$ cat config.mk
export PLATFORM = sky130hd
export DESIGN_NAME = fd_queue
export DESIGN_NICKNAME = d
export VERILOG_FILES = /design/src/rtl/fd_pkg.sv /design/src/rtl/fd_fifo_ctrl.sv /design/src/rtl/fd_queue.sv
export SDC_FILE = /design/constraint.sdc
export NUM_CORES = 1
export LEC_CHECK = 0
export BUFFER_PORTS_ARGS = -buffer_cell sky130_fd_sc_hd__buf_2
export CAP_MARGIN = 20
export CORE_AREA = 2 2 105 147
export CTS_CLUSTER_SIZE = 28
export DETAILED_ROUTE_END_ITERATION = 8
export DIE_AREA = 0 0 107 149
export PLACE_DENSITY = 0.76
export SLEW_MARGIN = 25
export SYNTH_ARGS = -nofsm -noshare
export SYNTH_HDL_FRONTEND = slang
export SYNTH_SLANG_ARGS = --single-unit
export TNS_END_PERCENT = 5
$ cat constraint.sdc
create_clock -name clock -period 1.6 [get_ports clock]
set_clock_uncertainty 0.05 [all_clocks]
set_input_delay 0 -clock clock [delete_from_list [all_inputs] [get_ports clock]]
set_output_delay 0 -clock clock [all_outputs]
set_load 0.005 [all_outputs]
$ cat src/rtl/fd_pkg.sv
// fd_pkg: instruction field positions shared between the fetch/decode queue
// and the decode stage, plus the count-update encoding used by the queue control.
package fd_pkg;

  // Instruction field positions (bit indices within the instruction word)
  localparam int OPC_HI   = 31;
  localparam int OPC_LO   = 27;
  localparam int RD_HI    = 26;
  localparam int RD_LO    = 22;
  localparam int RS_HI    = 21;
  localparam int RS_LO    = 17;
  localparam int RT_HI    = 16;
  localparam int RT_LO    = 12;
  localparam int SHAMT_HI = 11;
  localparam int SHAMT_LO = 7;
  localparam int ALUOP_HI = 6;
  localparam int ALUOP_LO = 2;
  localparam int FIELD_W  = 5;
  localparam int IMM_W    = 17;
  localparam int TGT_W    = 27;

  // How the occupancy count moves in a given cycle
  typedef enum logic [1:0] {
    CNT_HOLD = 2'd0,
    CNT_INC  = 2'd1,
    CNT_DEC  = 2'd2
  } cnt_op_e;

endpackage

$ cat src/rtl/fd_fifo_ctrl.sv
// fd_fifo_ctrl: read/write pointers and occupancy count for the fetch/decode
// circular queue. Push and pop arrive already handshaken; flush wins over both.
module fd_fifo_ctrl
  import fd_pkg::*;
#(
  parameter int DEPTH = 2,
  parameter int PTR_W = $clog2(DEPTH),
  parameter int CNT_W = $clog2(DEPTH) + 1
) (
  input  logic             clock,
  input  logic             reset,
  input  logic             push,
  input  logic             pop,
  input  logic             flush,
  output logic [PTR_W-1:0] wr_ptr,
  output logic [PTR_W-1:0] rd_ptr,
  output logic [CNT_W-1:0] count,
  output logic             full,
  output logic             empty
);

  logic [PTR_W-1:0] wr_ptr_r, rd_ptr_r;
  logic [CNT_W-1:0] count_r;
  logic [PTR_W-1:0] wr_ptr_nxt_s, rd_ptr_nxt_s;
  logic [CNT_W-1:0] count_nxt_s;
  logic             push_s, pop_s, full_s, empty_s;
  cnt_op_e          cnt_op_s;

  // Status flags come straight from the count register
  always_comb begin
    full_s  = (count_r == CNT_W'(DEPTH));
    empty_s = (count_r == CNT_W'(0));
  end

  // Next pointers and count; DEPTH is a power of two so pointers wrap naturally
  always_comb begin
    push_s       = push && !flush && !full_s;
    pop_s        = pop && !flush && !empty_s;
    cnt_op_s     = CNT_HOLD;
    wr_ptr_nxt_s = wr_ptr_r;
    rd_ptr_nxt_s = rd_ptr_r;
    count_nxt_s  = count_r;
    case ({push_s, pop_s})
      2'b10:   cnt_op_s = CNT_INC;
      2'b01:   cnt_op_s = CNT_DEC;
      default: cnt_op_s = CNT_HOLD;
    endcase
    if (flush) begin
      wr_ptr_nxt_s = PTR_W'(0);
      rd_ptr_nxt_s = PTR_W'(0);
      count_nxt_s  = CNT_W'(0);
    end else begin
      if (push_s) begin
        wr_ptr_nxt_s = wr_ptr_r + PTR_W'(1);
      end else begin
        wr_ptr_nxt_s = wr_ptr_r;
      end
      if (pop_s) begin
        rd_ptr_nxt_s = rd_ptr_r + PTR_W'(1);
      end else begin
        rd_ptr_nxt_s = rd_ptr_r;
      end
      case (cnt_op_s)
        CNT_INC: count_nxt_s = count_r + CNT_W'(1);
        CNT_DEC: count_nxt_s = count_r - CNT_W'(1);
        default: count_nxt_s = count_r;
      endcase
    end
  end

  // Pointer and count registers, cleared immediately by reset
  always_ff @(posedge clock or negedge reset) begin
    if (!reset) begin
      wr_ptr_r <= PTR_W'(0);
      rd_ptr_r <= PTR_W'(0);
      count_r  <= CNT_W'(0);
    end else begin
      wr_ptr_r <= wr_ptr_nxt_s;
      rd_ptr_r <= rd_ptr_nxt_s;
      count_r  <= count_nxt_s;
    end
  end

  assign wr_ptr = wr_ptr_r;
  assign rd_ptr = rd_ptr_r;
  assign count  = count_r;
  assign full   = full_s;
  assign empty  = empty_s;

endmodule

$ cat src/rtl/fd_queue.sv
// fd_queue: fetch-to-decode instruction queue. Buffers DEPTH {instruction, PC}
// pairs, presents the head with its decoded fields (zero when empty), and
// supports a redirect flush. Defining FD_PERF_EN adds a saturating 32-bit
// stall_cycles counter output.
module fd_queue
  import fd_pkg::*;
#(
  parameter int DATA_W = 32,
  parameter int PC_W   = 32,
  parameter int DEPTH  = 2
) (
  input  logic                      clock,
  input  logic                      reset,
  input  logic                      in_valid,
  output logic                      in_ready,
  input  logic [DATA_W-1:0]         q_imem,
  input  logic [PC_W-1:0]           pc_in,
  input  logic                      flush,
  output logic                      out_valid,
  input  logic                      out_ready,
  output logic [DATA_W-1:0]         inst_data,
  output logic [PC_W-1:0]           pc_out,
  output logic [FIELD_W-1:0]        opcode,
  output logic [FIELD_W-1:0]        rd,
  output logic [FIELD_W-1:0]        rs,
  output logic [FIELD_W-1:0]        rt_R,
  output logic [FIELD_W-1:0]        shamt_R,
  output logic [FIELD_W-1:0]        aluop_R,
  output logic [IMM_W-1:0]          immed_I,
  output logic [TGT_W-1:0]          target_JI,
`ifdef FD_PERF_EN
  output logic [31:0]               stall_cycles,
`endif
  output logic [$clog2(DEPTH):0]    count
);

  localparam int PTR_W = $clog2(DEPTH);
  localparam int CNT_W = $clog2(DEPTH) + 1;

  logic [DATA_W-1:0] inst_mem_r [DEPTH];
  logic [PC_W-1:0]   pc_mem_r   [DEPTH];
  logic [PTR_W-1:0]  wr_ptr_s, rd_ptr_s;
  logic [CNT_W-1:0]  count_s;
  logic              full_s, empty_s;
  logic              push_s, pop_s;
  logic [DATA_W-1:0] head_inst_s;
  logic [PC_W-1:0]   head_pc_s;

  // Handshakes: ready/valid depend only on the registered count
  always_comb begin
    push_s = in_valid && !full_s && !flush;
    pop_s  = !empty_s && out_ready && !flush;
  end

  fd_fifo_ctrl #(
    .DEPTH (DEPTH),
    .PTR_W (PTR_W),
    .CNT_W (CNT_W)
  ) u_ctrl (
    .clock  (clock),
    .reset  (reset),
    .push   (push_s),
    .pop    (pop_s),
    .flush  (flush),
    .wr_ptr (wr_ptr_s),
    .rd_ptr (rd_ptr_s),
    .count  (count_s),
    .full   (full_s),
    .empty  (empty_s)
  );

  // Entry storage: written only on an accepted push, cleared by reset
  always_ff @(posedge clock or negedge reset) begin
    if (!reset) begin
      for (int i = 0; i < DEPTH; i++) begin
        inst_mem_r[i] <= DATA_W'(0);
        pc_mem_r[i]   <= PC_W'(0);
      end
    end else if (push_s) begin
      inst_mem_r[wr_ptr_s] <= q_imem;
      pc_mem_r[wr_ptr_s]   <= pc_in;
    end else begin
      inst_mem_r <= inst_mem_r;
      pc_mem_r   <= pc_mem_r;
    end
  end

  // Head presentation: nop and zero PC whenever nothing valid is buffered
  always_comb begin
    head_inst_s = DATA_W'(0);
    head_pc_s   = PC_W'(0);
    if (!empty_s) begin
      head_inst_s = inst_mem_r[rd_ptr_s];
      head_pc_s   = pc_mem_r[rd_ptr_s];
    end else begin
      head_inst_s = DATA_W'(0);
      head_pc_s   = PC_W'(0);
    end
  end

  assign in_ready  = !full_s;
  assign out_valid = !empty_s;
  assign inst_data = head_inst_s;
  assign pc_out    = head_pc_s;
  assign count     = count_s;

  assign opcode    = head_inst_s[OPC_HI:OPC_LO];
  assign rd        = head_inst_s[RD_HI:RD_LO];
  assign rs        = head_inst_s[RS_HI:RS_LO];
  assign rt_R      = head_inst_s[RT_HI:RT_LO];
  assign shamt_R   = head_inst_s[SHAMT_HI:SHAMT_LO];
  assign aluop_R   = head_inst_s[ALUOP_HI:ALUOP_LO];
  assign immed_I   = head_inst_s[IMM_W-1:0];
  assign target_JI = head_inst_s[TGT_W-1:0];

`ifdef FD_PERF_EN
  logic [31:0] stall_cycles_r;

  // Count cycles where decode holds back a valid head; saturates, ignores flush
  always_ff @(posedge clock or negedge reset) begin
    if (!reset) begin
      stall_cycles_r <= 32'd0;
    end else if (!empty_s && !out_ready && (stall_cycles_r != {32{1'b1}})) begin
      stall_cycles_r <= stall_cycles_r + 32'd1;
    end else begin
      stall_cycles_r <= stall_cycles_r;
    end
  end

  assign stall_cycles = stall_cycles_r;
`endif

endmodule

### After elaboration in Yosys (flattened, before gate mapping)

Cells that the tools add are included.

* logic and storage cells: 56
* bits in read-only memories: 0
* memories kept: 0
* output and inout port bits: 142
* latch bits: 0
* bits of input ports: 69
* memory bits (writable): 0
* register bits after elaboration: 132

* equality and inequality tests: 5
* mux-type cells: 19
* $add $sub $neg: 4
* bitwise logic cells: 2
* reductions and logical operators: 16
* magnitude comparators: 3
* shift operators: 0
* multipliers: 0
* divide/modulo/power cells: 0

Operator list (count)
* 32-bit two-way mux: 9
* 64-bit bitwise mux: 2
* 32-bit demux with 1-bit select: 1
* 1-bit logical AND: 9
* 2-bit one-hot mux with 2 select lines: 2
* 2-bit == test (second input constant): 3
* 2-bit by 1-bit == test with 1-bit output (second input constant): 2
* 2-bit greater-or-equal comparator (second input constant): 2
* 1-bit two-way mux: 4
* 1-bit inverter with 2-bit output: 2
* 2-bit nonzero test: 2
* 1-bit zero test: 3
* 3-bit nonzero test: 1
* 1-bit adder (second input constant): 2
* 2-bit by 1-bit adder with 2-bit output (second input constant): 1
* 2-bit zero test: 1
* 2-bit by 1-bit less-than comparator with 1-bit output (second input constant): 1
* 2-bit two-way mux: 1
* 2-bit by 1-bit subtractor with 2-bit output (second input constant): 1

### Depth between registers and ports, before layout

Gate-level depths: netlist (run 1).

* word-level depth: 11
* mapped depth: 6
* mapped depth without buffers: 4

### Cells and area by module

Synthesis (run 1) repeated with hierarchy kept, for this count alone.

* cell total of the unflattened synthesis: 515
* area, all modules: 6891.6 um2

By module, submodules not included
* fd_queue: area each 6683.9 um2, cells each 492, times used 1, seq. area each 3203.1 um2
* fd_fifo_ctrl: area each 207.7 um2, cells each 23, times used 1, seq. area each 100.1 um2

### Worst setup path after synthesis (run 1)

No wires, ideal clock.

* kind: register to register
* from: register u_ctrl.count_r[0], in the netlist u_ctrl.count[0]
* to: register inst_mem_r[32] (netlist name)
* required time: 1425 ps
* stages on the path, launching flop included: 5
* slack: -228 ps
* clock period less this slack: 1828 ps
* buffers on the path: 1
* library setup time: 125 ps
* arrival time: 1653 ps
* path through: dfrtp_1 -> and2b_4 -> nor4_4 -> buf_6 -> mux2_4

* longest elaborated chain between the ends: 4

Ends and longest elaborated chain
* from (decl): RTL line fd_fifo_ctrl.sv:23 `logic [CNT_W-1:0] count_r;`
* from (signal assigned): RTL line fd_fifo_ctrl.sv:80 `count_r <= count_nxt_s;`
* 2-bit == test: RTL line fd_fifo_ctrl.sv:31 `full_s = (count_r == CNT_W'(DEPTH));`
* 1-bit zero test: RTL line fd_queue.sv:51 `push_s = in_valid && !full_s && !flush;`
* 1-bit logical AND (2 in series): RTL line fd_queue.sv:51
* to (signal, indexed assignment): RTL line fd_queue.sv:80 `inst_mem_r[wr_ptr_s] <= q_imem;`
* to (signal assigned): RTL line fd_queue.sv:83 `inst_mem_r <= inst_mem_r;`
* to (decl): RTL line fd_queue.sv:40 `logic [DATA_W-1:0] inst_mem_r [DEPTH];`

Every way passes these cells.
A chain may end at the register's enable or synchronous reset.

### Final worst setup path (run 1)

* from: register u_ctrl.count_r[0], in the netlist u_ctrl.count[0]
* to: register inst_mem_r[23] (netlist name)

Same word-level chain as after synthesis.

==> impl_metrics.json, run 1 <==
{
  "clock.fmax_mhz": 575.3,
  "pre_cts_ws_ns": -0.1812,
  "synth_top_area_frac": 0.4916,
  "outcome": "finished with violations",
  "worst_pin_slew_ns": 0.3661,
  "r2r_slack_ns": -0.14,
  "holdWs_ns": 0.1009,
  "core-area_sq_mm": 0.01479,
  "synth_area_leader_cell": "dfrtp_1",
  "yosysWarnings": 0,
  "maxSlewViolCount": 0,
  "avgSynthCellArea_sq_um": 13.15,
  "hp-class": "primary input to asynchronous set/reset pin",
  "crit_path_max_incr_delay_ns": 0.38,
  "setup_viol": 250,
  "first_pass_iters": 4,
  "busiest_layer": "met2",
  "powerDensity_mw_per_mm2": 1250,
  "place_hpwl_um": 9718,
  "failed_checks": "negative setup slack",
  "reg2reg_to": "inst_mem_r[23]$_DFFE_PN0P_",
  "grt_start_max_net_pins": 66,
  "rr_worst_depth": 6,
  "vias": 4706,
  "maxCapViolCount": 0,
  "fillCellCount": 1053,
  "fin_ws_ns": -0.1381,
  "area_growth_pct": 38.44,
  "n_antenna_cell": 0,
  "place_area_sq_mm": 0.007645,
  "power.total_w": 0.01162,
  "gp_congestion": 0.7750,
  "synth_seq_area_share": 0.4916,
  "finalHoldViolations": 0,
  "grt_pass1_wl_um": 25990,
  "netlist_top_cells_area": "dfrtp_1 (49%), mux2_4 (13%), mux2_2 (11%)",
  "path_cells": "and2b_4 > inv_2 > nand4b_1 > buf_6 > buf_12 > mux2_2",
  "critPathRequiredTime_ns": 1.85,
  "ir_drop_mv": 0.9026,
  "clk_latency_ns": 0.42,
  "end_kind": "flip-flop",
  "use_met3": 0.05636,
  "routedWlPerCell_um": 17.55,
  "antenna_found_initial": 0,
  "drive_above_1_share": 0.5657,
  "synth_seq_cells": 132,
  "critPathMaxFanout": 10,
  "setup_tns_ns": -16.28,
  "numClockSinks": 132,
  "period_share": 1.086,
  "clk_pin_slew_ns": 0.06,
  "fin_crit_ns": 1.738,
  "tritoncts": "yes",
  "cts_made_buffers": 17,
  "worstSetupPathType": "flip-flop to flip-flop",
  "cts_root_buf": "clkbuf_16",
  "drcViolationCount": 0,
  "drtAntennaViolNets": 0,
  "track_usage": 0.2081,
  "drt_iter0_drc": 149,
  "syn_inst": 511,
  "clock_path_buffers": 2,
  "num_rows": 53,
  "final_nets": 810,
  "die_area_sq_mm": 0.01594,
  "synth_area_sq_mm": 0.006719,
  "grt_use_met2": 0.3643,
  "cp_slowest_cell": "dfrtp_1",
  "r2r_start": "u_ctrl.count[0]$_DFFE_PN0P_",
  "pin_count": 211,
  "initial_core_util": 0.4544,
  "synthesis.nets": 580,
  "drt-total-wl_um": 16590,
  "stdcell_area_sq_mm": 0.009301,
  "max_slew_margin": 0.7559,
  "leakage_nw": 4.687,
  "met1_usage": 0.2396,
  "ys_types": 23,
  "cpLargestDelayFamily": "simple AND/OR/NAND/NOR gates",
  "worstSetupStartpointType": "flip-flop",
  "die_h_um": 149,
  "rsz0062_at_grt": "yes",
  "crit_arrival_ns": 1.99,
  "viasPerCell": 4.980,
  "cp_num_buf_inv": 3,
  "htreeDepth": 4,
  "portBuffers": 210,
  "grt_overflow": 0,
  "first_global_vias": 5185,
  "die_w_um": 107
}
layout by cell type, fill, tap and decap left out, types with 2 or more instances in the layout:
master         instances
mux2_4               102
inv_1                  2
clkinv_2               3
mux2i_2                3
dfrtp_1              131
nor2_2                16
clkbuf_1               2
buf_6                  2
mux2_2                26
buf_12                13
buf_16                 2
buf_2                209
clkinvlp_4             3
clkbuf_16             19
clkbuf_8               3
dlygate4sd3_1         69
a21oi_1                4
bufinv_16              3
buf_4                 15
nor2_1                49
mux2i_1               62
o21ai_0                2
layer usage:
layer  vias to the layer above  wire [um]
met1                      2366       6589
met3                        35        885
met5                         -          0
li1                       2126          -
met4                         0        377
met2                       179       8736
state kept, by name, indices dropped and copies added, names as in the netlist:
name,count
inst_mem_r,64
pc_mem_r,64
u_ctrl.count,2
u_ctrl.rd_ptr,1
u_ctrl.wr_ptr,1
through the flow:
stage | utilization | instances
2_1_floorplan | - | 511
3_3_place_gp | 0.5170 | 837
3_5_place_dp | 0.5170 | 837
4_1_cts | 0.6198 | 941
5_1_grt | 0.6290 | 945
6_report | 0.6290 | 945
cell type report:
class	count	area, sq um	area share
clock buffers	22	474.2	0.05098
clock inverters	9	127.6	0.01372
inverters	3	11.26	0.001211
multi-input cells	275	2904	0.3122
flip-flops and latches	132	3307	0.3555
well taps	192	240.2	0.02583
repair buffers	312	2237	0.2405
repair_timing:
item | in CTS | in global routing
pin swaps | 2 | 1
buffers inserted | 2 | 1
resized for setup | 48 | 20
hold buffers | 69 | 0
endpoints found under the setup margin | 253 | 265
gates cloned | 2 | 3
hold endpoints to repair | 264 | 0
synthesized netlist by cell type, drive strengths merged:
master	count
nand4b	1
clkbuf	6
mux2i	65
nor4	1
nand3b	1
o21ai	2
nor2	66
inv	3
buf	95
nor3b	1
mux2	128
dfrtp	132
o211ai	1
a21oi	4
or2	1
or3	1
a21o	1
and2b	1
xor2	1
how the worst max path moves through the flow:
stage	startpoint	end	slack, ns	depth (start not counted)
after detailed placement	u_ctrl.count[0]$_DFFE_PN0P_	pc_mem_r[28]$_DFFE_PN0P_	-0.18	5
final	u_ctrl.count[0]$_DFFE_PN0P_	inst_mem_r[23]$_DFFE_PN0P_	-0.14	6
after floorplan	u_ctrl.count[0]$_DFFE_PN0P_	inst_mem_r[32]$_DFFE_PN0P_	-0.23	4
after CTS	u_ctrl.count[0]$_DFFE_PN0P_	pc_mem_r[28]$_DFFE_PN0P_	-0.14	6
after global placement	u_ctrl.count[0]$_DFFE_PN0P_	inst_mem_r[29]$_DFFE_PN0P_	-0.12	5
after global routing	u_ctrl.count[0]$_DFFE_PN0P_	pc_mem_r[28]$_DFFE_PN0P_	-0.18	6
kinds of logic (layout without fill, tap and decap cells):
group / Yosys count / after routing / synth area share
AOI/OAI and AO/OA: 8 / 8 / 0.006705
xor gates and xnor gates: 1 / 1 / 0.001304
buffers and inverters: 104 / 346 / 0.1084
DFF: 132 / 132 / 0.4916
muxes: 193 / 193 / 0.3449
and+or+nand+nor: 73 / 73 / 0.04712
power breakdown:
part	switching (W)	total [W]	internal (W)
clock network	0.00141	0.00397	0.00255
logic	0.00115	0.00300	0.00185
registers	0.000494	0.00466	0.00416
total	0.00306	0.0116	0.00856
worst reg2reg max path: stages (launching register included):
cell      delay [ns]
dfrtp_1         0.38
and2b_4         0.29
inv_2           0.04
nand4b_1        0.15
buf_6           0.20
buf_12          0.16
mux2_2          0.35
(Power assumes the default switching activity.)
==> run 2: changes to the inputs <==
Settings changed: MAX_ROUTING_LAYER set to met4.
==> impl_metrics.json, run 2 (same netlist as run 1, synthesis figures left out) <==
{
  "outcome": "finished with violations",
  "failed_checks": "negative setup slack",
  "initial_core_util": 0.4544,
  "antenna_found_initial": 0,
  "clock_path_buffers": 2,
  "cts_root_buf": "clkbuf_16",
  "first_pass_iters": 4,
  "vias": 4727,
  "grt_start_max_net_pins": 66,
  "drt_iter0_drc": 157,
  "worstSetupPathType": "flip-flop to flip-flop",
  "r2r_slack_ns": -0.14,
  "portBuffers": 210,
  "leakage_nw": 4.697,
  "drcViolationCount": 0,
  "die_h_um": 149,
  "holdWs_ns": 0.09683,
  "core-area_sq_mm": 0.01479,
  "viasPerCell": 5.002,
  "area_growth_pct": 38.55,
  "maxSlewViolCount": 0,
  "first_global_vias": 5196,
  "period_share": 1.087,
  "pin_count": 211,
  "clk_latency_ns": 0.42,
  "tritoncts": "yes",
  "crit_arrival_ns": 1.99,
  "clock.fmax_mhz": 574.8,
  "clk_pin_slew_ns": 0.06,
  "maxCapViolCount": 0,
  "die_area_sq_mm": 0.01594,
  "die_w_um": 107,
  "end_kind": "flip-flop",
  "drt-total-wl_um": 16730,
  "routedWlPerCell_um": 17.70,
  "track_usage": 0.2143,
  "rsz0062_at_grt": "yes",
  "fin_util": 0.6295,
  "critPathMaxFanout": 10,
  "numClockSinks": 132,
  "setup_viol": 253,
  "n_antenna_cell": 0,
  "worstSetupStartpointType": "flip-flop",
  "num_rows": 53,
  "htreeDepth": 4,
  "layout_commonest_cell": "buf_2",
  "finalHoldViolations": 0,
  "grt_pass1_wl_um": 25960,
  "cts_made_buffers": 17,
  "place_hpwl_um": 9718,
  "fin_crit_ns": 1.740,
  "ir_drop_mv": 0.9031,
  "hp-class": "primary input to asynchronous set/reset pin",
  "final_cell_mix": "buf_2 (209), dfrtp_1 (131), mux2_4 (104)",
  "critPathRequiredTime_ns": 1.85,
  "fin_ws_ns": -0.1397,
  "worst_pin_slew_ns": 0.3652,
  "max_slew_margin": 0.7565,
  "gp_congestion": 0.7855,
  "drive_above_1_share": 0.5657,
  "drtAntennaViolNets": 0,
  "powerDensity_mw_per_mm2": 1250,
  "final_nets": 810,
  "grt_overflow": 0
}
==> run 2: metrics by stage <==
step	worst slack (ns)	power, W	instances	cell area (sq um)	setup TNS [ns]
6_report	-0.1397	0.01163	945	9309	-15.78
5_1_grt	-0.1856	0.01218	945	9309	-28.92
4_1_cts	-0.1351	0.01155	941	9166	-16.30
3_5_place_dp	-0.1812	0.007195	837	7645	-10.02
3_3_place_gp	-0.1172	0.007045	837	7645	-5.868
2_1_floorplan	-0.2282	0.006471	511	6719	-24.11
==> run 2: repair_timing <==
action                     4_1_cts  5_1_grt
gates resized for setup         48       22
hold endpoints to repair       264        0
setup endpoints to repair      253      265
hold buffers                    69        0
gates cloned                     2        3
buffers inserted                 2        1
pin swaps                        2        1
==> run 2: layer usage <==
| metal | up-vias | global-route usage | share of wire |
|---|---|---|---|
| met4 | 0 | 0.08312 | 0.018 |
| li1 | 2127 | - | - |
| met5 | - | - | 0 |
| met1 | 2369 | 0.2430 | 0.41 |
| met2 | 200 | 0.3656 | 0.52 |
| met3 | 31 | 0.05068 | 0.048 |
==> run 2: report_power, final <==
group	switching (W)	internal (W)	total (W)	leakage [nW]
clock	0.00141	0.00255	0.00396	0.288
combinational	0.00115	0.00186	0.00301	2.83
sequential	0.000499	0.00416	0.00466	1.58
total	0.00306	0.00857	0.0116	4.70
==> run 2: final timing paths <==
check	start	to	cells after the start
max in group asynchronous	reset	pc_mem_r[12]$_DFFE_PN0P_	3
setup / recovery	u_ctrl.count[0]$_DFFE_PN0P_	inst_mem_r[23]$_DFFE_PN0P_	6
setup reg to reg	u_ctrl.count[0]$_DFFE_PN0P_	inst_mem_r[23]$_DFFE_PN0P_	6
hold / removal	reset	pc_mem_r[47]$_DFFE_PN0P_	3
min in group clock	q_imem[3]	inst_mem_r[35]$_DFFE_PN0P_	3
hold reg to reg	inst_mem_r[2]$_DFFE_PN0P_	inst_mem_r[2]$_DFFE_PN0P_	1
==> run 2: cell type report <==
| type | instances | area (sq um) |
|---|---|---|
| fill | 1058 | 5479 |
| multi-input combinational | 275 | 2912 |
| inverter | 3 | 11.26 |
| sequential | 132 | 3307 |
| clock buffer | 22 | 474.2 |
| timing repair buffer | 312 | 2237 |
| tap | 192 | 240.2 |
| clock inverter | 9 | 127.6 |
==> run 2: worst max-delay path, stage by stage (launching register included) <==
cell      delay, ns
dfrtp_1        0.38
and2b_4        0.29
inv_2          0.04
nand4b_1       0.15
buf_6          0.19
buf_12         0.16
mux2_2         0.34
